**config.mk**
```make
export PLATFORM = sky130hd
export DESIGN_NAME = pep_mmacc_splitc_sxt_body_buffer
export DESIGN_NICKNAME = d
export VERILOG_FILES = /design/src/rtl/pep_mmacc_splitc_sxt_pkg.sv /design/src/rtl/fifo_element.sv /design/src/rtl/pep_mmacc_splitc_sxt_body_pid_queue.sv /design/src/rtl/pep_mmacc_splitc_sxt_body_buffer.sv
export SDC_FILE = /design/constraint.sdc
export NUM_CORES = 1
export LEC_CHECK = 0
export CORE_UTILIZATION = 50
export DETAILED_ROUTE_END_ITERATION = 8
export GPL_ROUTABILITY_DRIVEN = 0
export GPL_TIMING_DRIVEN = 0
export PLACE_DENSITY = 0.72
export SLEW_MARGIN = 20
export SYNTH_ARGS = -nofsm -noshare
export SYNTH_HDL_FRONTEND = slang
export SYNTH_SLANG_ARGS = --single-unit
```
**constraint.sdc**
```tcl
create_clock -name clk -period 8.1 [get_ports clk]
set_input_delay 2.43 -clock clk [delete_from_list [all_inputs] [get_ports clk]]
set_output_delay 2.43 -clock clk [all_outputs]
set_load 0.01 [all_outputs]
```
**src/rtl/pep_mmacc_splitc_sxt_pkg.sv**
```systemverilog
// Purpose     : shared widths, error bit positions and default sizes for the splitc sxt body buffer.
// Latency     : n/a (declarations only).
// Backpressure: n/a.
package pep_mmacc_splitc_sxt_pkg;
    localparam int TOTAL_PBS_NB        = 16;
    localparam int PID_W               = $clog2(TOTAL_PBS_NB);
    localparam int LWE_COEF_W          = 32;
    localparam int PID_FIFO_DEPTH_DFLT = 8;

    localparam int BORAM_ERR_W         = 2;
    localparam int BORAM_ERR_OVERWRITE = 0;  // body written over an unread body
    localparam int BORAM_ERR_PUSH_FULL = 1;  // PID pushed while the order queue is full

    typedef logic [PID_W-1:0]      pid_t;
    typedef logic [LWE_COEF_W-1:0] body_t;
endpackage

```
**src/rtl/fifo_element.sv**
```systemverilog
// Purpose     : small generic synchronous FIFO, any depth, output taken straight from storage registers.
// Latency     : a word written at cycle t is presented at t+1.
// Backpressure: in_rdy low when full; out_dat forced to 0 while empty.
module fifo_element #(
    parameter int WIDTH = 8,
    parameter int DEPTH = 2
) (
    input  logic             clk,
    input  logic             s_rst_n,
    input  logic [WIDTH-1:0] in_dat,
    input  logic             in_vld,
    output logic             in_rdy,
    output logic [WIDTH-1:0] out_dat,
    output logic             out_vld,
    input  logic             out_rdy
);
    localparam int PTR_W = (DEPTH > 1) ? $clog2(DEPTH) : 1;
    localparam int CNT_W = $clog2(DEPTH + 1);

    logic [WIDTH-1:0] mem [DEPTH];
    logic [PTR_W-1:0] wr_ptr;
    logic [PTR_W-1:0] rd_ptr;
    logic [CNT_W-1:0] cnt;
    logic             push;
    logic             pop;

    assign in_rdy  = (cnt != CNT_W'(DEPTH));
    assign out_vld = (cnt != '0);
    assign out_dat = out_vld ? mem[rd_ptr] : '0;
    assign push    = in_vld & in_rdy;
    assign pop     = out_vld & out_rdy;

    // Storage: no reset needed, occupancy decides what is visible.
    always_ff @(posedge clk) begin
        if (push) mem[wr_ptr] <= in_dat;
    end

    // Pointers and occupancy, wrapping at DEPTH (need not be a power of 2).
    always_ff @(posedge clk) begin
        if (!s_rst_n) begin
            wr_ptr <= '0;
            rd_ptr <= '0;
            cnt    <= '0;
        end else begin
            if (push) wr_ptr <= (wr_ptr == PTR_W'(DEPTH - 1)) ? '0 : wr_ptr + 1'b1;
            if (pop)  rd_ptr <= (rd_ptr == PTR_W'(DEPTH - 1)) ? '0 : rd_ptr + 1'b1;
            cnt <= cnt + CNT_W'(push) - CNT_W'(pop);
        end
    end
endmodule

```
**src/rtl/pep_mmacc_splitc_sxt_body_pid_queue.sv**
```systemverilog
// Purpose     : ordered PID queue giving the sample-extract command order to the body buffer.
// Latency     : a PID pushed at cycle t is at the head at t+1.
// Backpressure: in_rdy = !full; a push while full is simply not taken.
module pep_mmacc_splitc_sxt_body_pid_queue
    import pep_mmacc_splitc_sxt_pkg::*;
#(
    parameter int DEPTH = PID_FIFO_DEPTH_DFLT
) (
    input  logic             clk,
    input  logic             s_rst_n,
    input  logic             in_vld,
    output logic             in_rdy,
    input  logic [PID_W-1:0] in_pid,
    output logic             out_vld,
    input  logic             out_rdy,
    output logic [PID_W-1:0] out_pid
);
    localparam int PTR_W = $clog2(DEPTH);

    pid_t             mem [DEPTH];
    logic [PTR_W:0]   wr_ptr;
    logic [PTR_W:0]   rd_ptr;
    logic             full;
    logic             empty;

    // Extra MSB distinguishes full from empty when the index bits match.
    assign empty   = (wr_ptr == rd_ptr);
    assign full    = (wr_ptr[PTR_W] != rd_ptr[PTR_W]) &&
                     (wr_ptr[PTR_W-1:0] == rd_ptr[PTR_W-1:0]);
    assign in_rdy  = !full;
    assign out_vld = !empty;
    assign out_pid = mem[rd_ptr[PTR_W-1:0]];

    // PID storage.
    always_ff @(posedge clk) begin
        if (in_vld && !full) mem[wr_ptr[PTR_W-1:0]] <= in_pid;
    end

    // Read/write pointers, natural wrap modulo 2*DEPTH.
    always_ff @(posedge clk) begin
        if (!s_rst_n) begin
            wr_ptr <= '0;
            rd_ptr <= '0;
        end else begin
            if (in_vld && !full)   wr_ptr <= wr_ptr + 1'b1;
            if (out_rdy && !empty) rd_ptr <= rd_ptr + 1'b1;
        end
    end
endmodule

```
**src/rtl/pep_mmacc_splitc_sxt_body_buffer.sv**
```systemverilog
// Purpose     : holds LWE bodies by PID and streams them to sxt in command (PID queue) order.
// Latency     : head ready with its body -> boram_sxt_data_vld after RAM_LATENCY+1 cycles.
// Backpressure: credit loop sized to the output FIFO; reads stall at zero credit, nothing dropped.
module pep_mmacc_splitc_sxt_body_buffer
    import pep_mmacc_splitc_sxt_pkg::*;
#(
    parameter int RAM_LATENCY    = 2,
    parameter int PID_FIFO_DEPTH = PID_FIFO_DEPTH_DFLT
) (
    input  logic                   clk,
    input  logic                   s_rst_n,
    input  logic                   ks_boram_wr_en,
    input  logic [PID_W-1:0]       ks_boram_wr_pid,
    input  logic [LWE_COEF_W-1:0]  ks_boram_wr_data,
    input  logic                   seq_boram_pid_vld,
    output logic                   seq_boram_pid_rdy,
    input  logic [PID_W-1:0]       seq_boram_pid,
    output logic [LWE_COEF_W-1:0]  boram_sxt_data,
    output logic                   boram_sxt_data_vld,
    input  logic                   boram_sxt_data_rdy,
    output logic [BORAM_ERR_W-1:0] boram_error,
    output logic                   boram_rif_wait_dur
);
    localparam int OFIFO_DEPTH = RAM_LATENCY + 1;
    localparam int CRED_W      = $clog2(OFIFO_DEPTH + 1);

    body_t                   ram [TOTAL_PBS_NB];
    logic [TOTAL_PBS_NB-1:0] avail;
    logic [TOTAL_PBS_NB-1:0] avail_nxt;
    logic [CRED_W-1:0]       credit;
    body_t                   rd_dat [RAM_LATENCY];
    logic [RAM_LATENCY-1:0]  rd_vld;
    logic                    head_vld;
    pid_t                    head_pid;
    logic                    issue;
    logic                    ofifo_in_rdy;
    logic                    ofifo_pop;
    logic [BORAM_ERR_W-1:0]  err_nxt;

    pep_mmacc_splitc_sxt_body_pid_queue #(
        .DEPTH   (PID_FIFO_DEPTH)
    ) u_pid_queue (
        .clk     (clk),
        .s_rst_n (s_rst_n),
        .in_vld  (seq_boram_pid_vld),
        .in_rdy  (seq_boram_pid_rdy),
        .in_pid  (seq_boram_pid),
        .out_vld (head_vld),
        .out_rdy (issue),
        .out_pid (head_pid)
    );

    // A slot freed by this cycle's delivery can be reused at once, keeping one body per cycle.
    assign ofifo_pop          = boram_sxt_data_vld & boram_sxt_data_rdy;
    assign issue              = head_vld & avail[head_pid] & ((credit != '0) | ofifo_pop);
    assign boram_rif_wait_dur = head_vld & !avail[head_pid];

    // Body RAM: read-first, so a same-cycle overwrite leaves the new body pending.
    always_ff @(posedge clk) begin
        if (ks_boram_wr_en) ram[ks_boram_wr_pid] <= ks_boram_wr_data;
        rd_dat[0] <= ram[head_pid];
        for (int i = 1; i < RAM_LATENCY; i++) rd_dat[i] <= rd_dat[i-1];
    end

    // Read-valid pipeline matching the RAM latency.
    always_ff @(posedge clk) begin
        if (!s_rst_n) begin
            rd_vld <= '0;
        end else begin
            rd_vld[0] <= issue;
            for (int i = 1; i < RAM_LATENCY; i++) rd_vld[i] <= rd_vld[i-1];
        end
    end

    // Availability: issue clears the head slot, a write sets its slot; set wins on collision.
    always_comb begin
        avail_nxt = avail;
        if (issue)          avail_nxt[head_pid]        = 1'b0;
        if (ks_boram_wr_en) avail_nxt[ks_boram_wr_pid] = 1'b1;
    end

    // Error pulses; an overwrite racing the read of that same slot is legitimate.
    always_comb begin
        err_nxt = '0;
        err_nxt[BORAM_ERR_OVERWRITE] = ks_boram_wr_en & avail[ks_boram_wr_pid] &
                                       !(issue && (head_pid == ks_boram_wr_pid));
        err_nxt[BORAM_ERR_PUSH_FULL] = seq_boram_pid_vld & !seq_boram_pid_rdy;
    end

    // Flags, credit and registered error outputs.
    always_ff @(posedge clk) begin
        if (!s_rst_n) begin
            avail       <= '0;
            credit      <= CRED_W'(OFIFO_DEPTH);
            boram_error <= '0;
        end else begin
            avail       <= avail_nxt;
            credit      <= credit - CRED_W'(issue) + CRED_W'(ofifo_pop);
            boram_error <= err_nxt;
        end
    end

    // Credit bounds reads in flight plus buffered bodies, so a returning read always fits.
    always_ff @(posedge clk) begin
        if (s_rst_n && rd_vld[RAM_LATENCY-1]) assert (ofifo_in_rdy);
    end

    fifo_element #(
        .WIDTH   (LWE_COEF_W),
        .DEPTH   (OFIFO_DEPTH)
    ) u_out_fifo (
        .clk     (clk),
        .s_rst_n (s_rst_n),
        .in_dat  (rd_dat[RAM_LATENCY-1]),
        .in_vld  (rd_vld[RAM_LATENCY-1]),
        .in_rdy  (ofifo_in_rdy),
        .out_dat (boram_sxt_data),
        .out_vld (boram_sxt_data_vld),
        .out_rdy (boram_sxt_data_rdy)
    );
endmodule

```
After elaboration in Yosys (flattened, before gate mapping) --
Memory sizes are Yosys's and may differ from the RTL's. A register that Yosys moved wholly into a read port is not among the register bits. Cells that the tools add are included.
Word-level totals: bits in registers 36, memories kept 4, RAM bits 704
Cells by class: reductions and logical operators 12, bitwise gates (word level) 12, $add $sub $neg 8, muxes and demuxes 23, eq/ne operators 7, magnitude comparators 4
Memory list:
- ram | depth 16, width 32, read ports 1, clocked after memory_dff 0, wr ports 1, RTL line pep_mmacc_splitc_sxt_body_buffer.sv:27 | body_t ram [TOTAL_PBS_NB];
- u_out_fifo.mem | depth 3, width 32, read ports 1, clocked after memory_dff 1, wr ports 1, RTL line fifo_element.sv:20 | logic [WIDTH-1:0] mem [DEPTH];
- rd_dat | depth 2, width 32, read ports 2, clocked after memory_dff 0, wr ports 2, RTL line pep_mmacc_splitc_sxt_body_buffer.sv:31 | body_t rd_dat [RAM_LATENCY];
- u_pid_queue.mem | depth 8, width 4, read ports 1, clocked after memory_dff 1, wr ports 1, RTL line pep_mmacc_splitc_sxt_body_pid_queue.sv:20 | pid_t mem [DEPTH];
Operators by type and width (count):
- $mux W16 | 2
- $mux W32 | 1
- $and A16 B16 Y16 | 1
- $not A16 Y16 | 1
- $or A16 B16 Y16 | 1
- $lt A4 B5 Y1 const B | 2
- $mux W1 | 10
- $add A4 B1 Y4 const B | 2
- $and A1 B1 Y1 | 8
- $bmux W1 S4 | 2
- $demux W1 S4 | 2
- $eq A4 B4 Y1 | 2
- $ge A4 B1 Y1 const B | 2
- $mux W2 | 4
- $logic_and A1 B1 Y1 | 6
- $mux W3 | 2
- $add A2 B1 Y2 | 2
- $add A2 B1 Y2 const B | 2
- $eq A2 B2 Y1 const B | 2
- $logic_not A1 Y1 | 4
- $reduce_bool A2 Y1 | 2
- $sub A2 B1 Y2 | 2
- $eq A3 B3 Y1 | 1
- $ne A2 B2 Y1 const B | 1
- 2 further kinds | 2

Logic depth before layout (Yosys ltp) --
word-level depth 9, depth in mapped cells 14, gate-level depth less buffers 12

Cells and area by module --
Synthesis repeated with hierarchy kept, for this count alone.
Unflattened totals: cell total of the unflattened synthesis 1349, area, all modules 28018.1 µm²
Modules (own cells, without submodules):
- pep_mmacc_splitc_sxt_body_buffer | times used 1, cells each 943, sequential area each 17096.4 µm², area each 21918.5 µm²
- fifo_element | times used 1, cells each 276, sequential area each 3042.9 µm², area each 4097.7 µm²
- pep_mmacc_splitc_sxt_body_pid_queue | times used 1, cells each 130, sequential area each 1181.1 µm², area each 2001.9 µm²

Worst setup path after synthesis --
No wires, ideal clock.
kind in2reg, from input port ks_boram_wr_pid[0], to memory ram[1][0] (netlist bit) (enable), stages 3, path buffers 1, arrival 5248 ps, library setup time 465 ps, required time 7635 ps, slack 2387 ps, path through buf_1 -> nand2b_1 -> nor3_1
RTL lines:
- start: declaration | RTL line pep_mmacc_splitc_sxt_body_buffer.sv:13 | input logic [PID_W-1:0] ks_boram_wr_pid,
- end: declaration | RTL line pep_mmacc_splitc_sxt_body_buffer.sv:27
Straight into the memory's write port.

==> metrics.md <==
| Metric | Value |
|---|---|
| Count leader, synth | edfxtp_1 |
| Critical Path Start Type | flip-flop |
| Design area | roughly 33000 sq um |
| Vias | ~16000 |
| Final WL | approximately 63000 um |
| Port Buf Inserts | between 70 and 80 |
| Layout Utilization | between 50 and 60% |
| DPL Wire Length | about 43000 um |
| Die area | 57840 sq um |
| CP cell instances | clkbuf_1 -> mux4_2 -> mux2i_1 -> buf_2 -> clkbuf_1 -> clkbuf_1 -> a21oi_1 -> nor2_1 -> clkdlybuf4s50_1 |
| Synth cell count leaders | edfxtp_1, mux2i_1, nand2_1, dfxtp_1, a211oi_1 |
| Resize count post-CTS | 0 |
| Seq/Total Area, Yosys | ~75% |
| Hold Crit Class | reg2reg |
| Die Ht | 240.5 um |
| Top cell type's share of synthesized area | about two thirds |
| Wirelength per Cell | around 23 um |
| Yosys top cell by area | edfxtp_1 |
| Number of warnings issued by yosys | 0 |
| Post-DRT Antenna Nets | 0 |
| RSZ-0062 raised after global routing | no |
| NetSw | around 2.8 mW |
| Relative slew slack | about two fifths |
| Largest net degree at the start of global routing | 23 |
| Clk Latency, worst-skew pair | slightly above 0.6 ns |
| Total design power | roughly 10 mW |
| Initial Utilization | 50.54% |
| Global-route wire length before repair | 94740 um |
| CTS H-tree lvls | 3 |
| Core Footprint | 56280 sq um |
| Max FO, Critical Path | 10 |
| Initial antenna violation count | 3 |
| Peak supply drop | between 0.15 and 0.2 mV |
| Vias/cell | between 5 and 6 |
| Pleak | around 11 nW |
| Std-Cell Rows | 87 |
| Top FF cell, synth | edfxtp_1 |
| P per Cell Area | just over 300 nW/um^2 |
| Data required time of the worst path | between 5 and 6 ns |
| Synthesized area | around 28000 sq um |
| Fmax | 140.8 MHz |
| Min cycle time layout | a little over 7 ns |
| Clk network pwr share | between 30 and 40% |
| Clock Skews | about 0.025 ns |
| Layout cells sized above 1 | 13.71% |
| EDFF count, synth | 640 |
| Max Buffers Root-to-Sink | 3 |
| Sequential share of power | between 40% and 50% |
| Syn Nets | 1800 |
| GRT overflow | 0 |
| Synthesized area per cell | approximately 16 sq um |
| Area growth syn-to-layout | 17.14% |
| Status | complete, no violations |
| Die X | 240.5 um |
| Number of remaining DRC errors | 0 |
| CP peak stage delay | just over 0.7 ns |
| FFs w/ async S/R, synth | 0% |
| Slowest CP cell | clkbuf_1 |
| Clock sink total | between 700 and 800 |
| Crit Path Class | reg2out |
| P_int | 7.332 mW |
| I/O pins | ~80 |
| Tcrit/Tclk final | between 80% and 90% |
| Crit path arrival time | 4.67 ns |
| Setup crit end kind | output pin |
| CTS tree | built |
| Non-Filler Instances | 2764 |
| Vias in the first global route | around 16000 |
| Drt initial violations | 1465 |
| Synth area leaders | edfxtp_1, dfxtp_1, mux2i_1, mux4_2, a211oi_1 |
| CP most frequent cell | clkbuf_1 |
| Gate power share | around a fifth |
| Synth Instances | 1750 |
| Worst-path clk slew | around 0.060 ns |
| Placed inst area | between 30000 and 40000 sq um |
| Global-route usage over all layers | 22.27% |
| Total CTS buffers | just over 70 |
| Dpl cells | approximately 2600 |
| Post-CTS setup buffer count | 0 |
| Synth Register Bits | around 750 |
| Max-slew violations | 0 |
| Post-CTS Hold Fix Bufs | 0 |
| DRT Pass-1 Iters | 6 |
| Measured slew at the worst slew-check pin | 0.8836 ns |
| Final number of setup-violating endpoints | 0 |
| Root Driver | clkbuf_16 |
| Post-layout nets | 1998 |
| Final Hold Fails | 0 |
| Post-synthesis cell type count | 47 |
| Switching Fraction | a little over a quarter |
| Max capacitance violation total | 0 |
critical path: cells and delay by family (launching register included):
family	cells	cell delay, ns
flops	1	0.32
buf+inv	5	2.70
simple gates	1	0.23
compound gates	1	0.18
mux	2	0.62
metrics by stage:
stage | worst slack (ns) | TNS [ns] | hold slack, ns
after floorplan | 2.387 | 0 | 0.3096
after global placement | -0.9356 | -97.99 | 0.3133
after CTS | 0.9469 | 0 | 0.3239
final | 0.9970 | 0 | 0.3258
after detailed placement | 1.609 | 0 | 0.3121
after global routing | 0.8977 | 0 | 0.3281
power groups by stage:
stage	Combinational, mW	Sequential, mW	Clock, mW
6_report	1.99	4.64	3.46
5_1_grt	2.14	4.67	3.64
4_1_cts	1.99	4.64	3.50
3_5_place_dp	1.97	4.72	0
3_3_place_gp	1.91	4.71	0
2_1_floorplan	1.24	4.65	0
cell families (layout without fill, tap and decap cells):
logic type               Yosys count  count (layout)  synth area share, %
buffers and inverters            117             373                1.883
multiplexers                     226             226                9.907
AO/OA/AOI/OAI                    270             270                6.498
AND/OR/NAND/NOR                  372             372                6.067
adder cells (fa/ha/maj)            5               5               0.2200
XOR/XNOR                          15              15               0.4619
other                              0               2                    0
flip-flops                       745             745                74.96
layer usage:
metal	share of wire [%]	wire [um]	track usage, %
met5	0.021	13	0
met4	2.4	1485	7.682
met3	7.3	4573	4.535
met2	50	31480	37.40
met1	40	25330	28.87
flip-flops by register name, indices dropped and copies added (netlist names), named ones only:
register,count
avail,16
boram_error,2
credit,2
ram,512
rd_dat,64
rd_vld,2
u_out_fifo.cnt,2
u_out_fifo.mem,96
u_out_fifo.rd_ptr,2
u_out_fifo.wr_ptr,2
u_pid_queue.mem,32
u_pid_queue.rd_ptr,4
u_pid_queue.wr_ptr,4
placed cells by master, fill, tap and decap left out, drive strengths merged, types with 3 or more instances in the layout:
master / n
a211oi: 97
a21boi: 3
a21oi: 74
a22oi: 4
a311oi: 32
a31oi: 32
and2: 79
buf: 95
bufinv: 8
clkbuf: 154
clkdlybuf4s50: 79
clkinv: 27
dfxtp: 105
edfxtp: 640
ha: 5
inv: 8
mux2i: 181
mux4: 44
nand2: 154
nand2b: 11
nand3: 5
nor2: 90
nor2b: 5
nor3: 17
o21a: 14
o21ai: 9
o31a: 4
xnor2: 9
xor2: 6
layout make-up:
cell class	count	area, sq um
Buffer	110	509.2
Clock buffer	93	2057
Clock inverter	38	440.4
Antenna cell	2	5.005
Sequential cell	745	21320
Fill cell	4111	22960
Multi-Input combinational cell	888	6678
Tap cell	756	945.9
Timing Repair Buffer	125	1333
Inverter	7	26.28
final timing paths:
path | depth (start not counted) | startpoint | slack [ns] | endpoint
worst max-delay path | 9 | flip-flop | 1.0 | boram_rif_wait_dur
worst min-delay path | 0 | rd_dat[0][8] | 0.33 | rd_dat[0][40]
worst max register to register | 10 | flip-flop | 4.23 | rd_dat[0][27]
worst min register to register | 0 | rd_dat[0][8] | 0.33 | rd_dat[0][40]
Note: power is estimated with default switching activity, not from simulation.
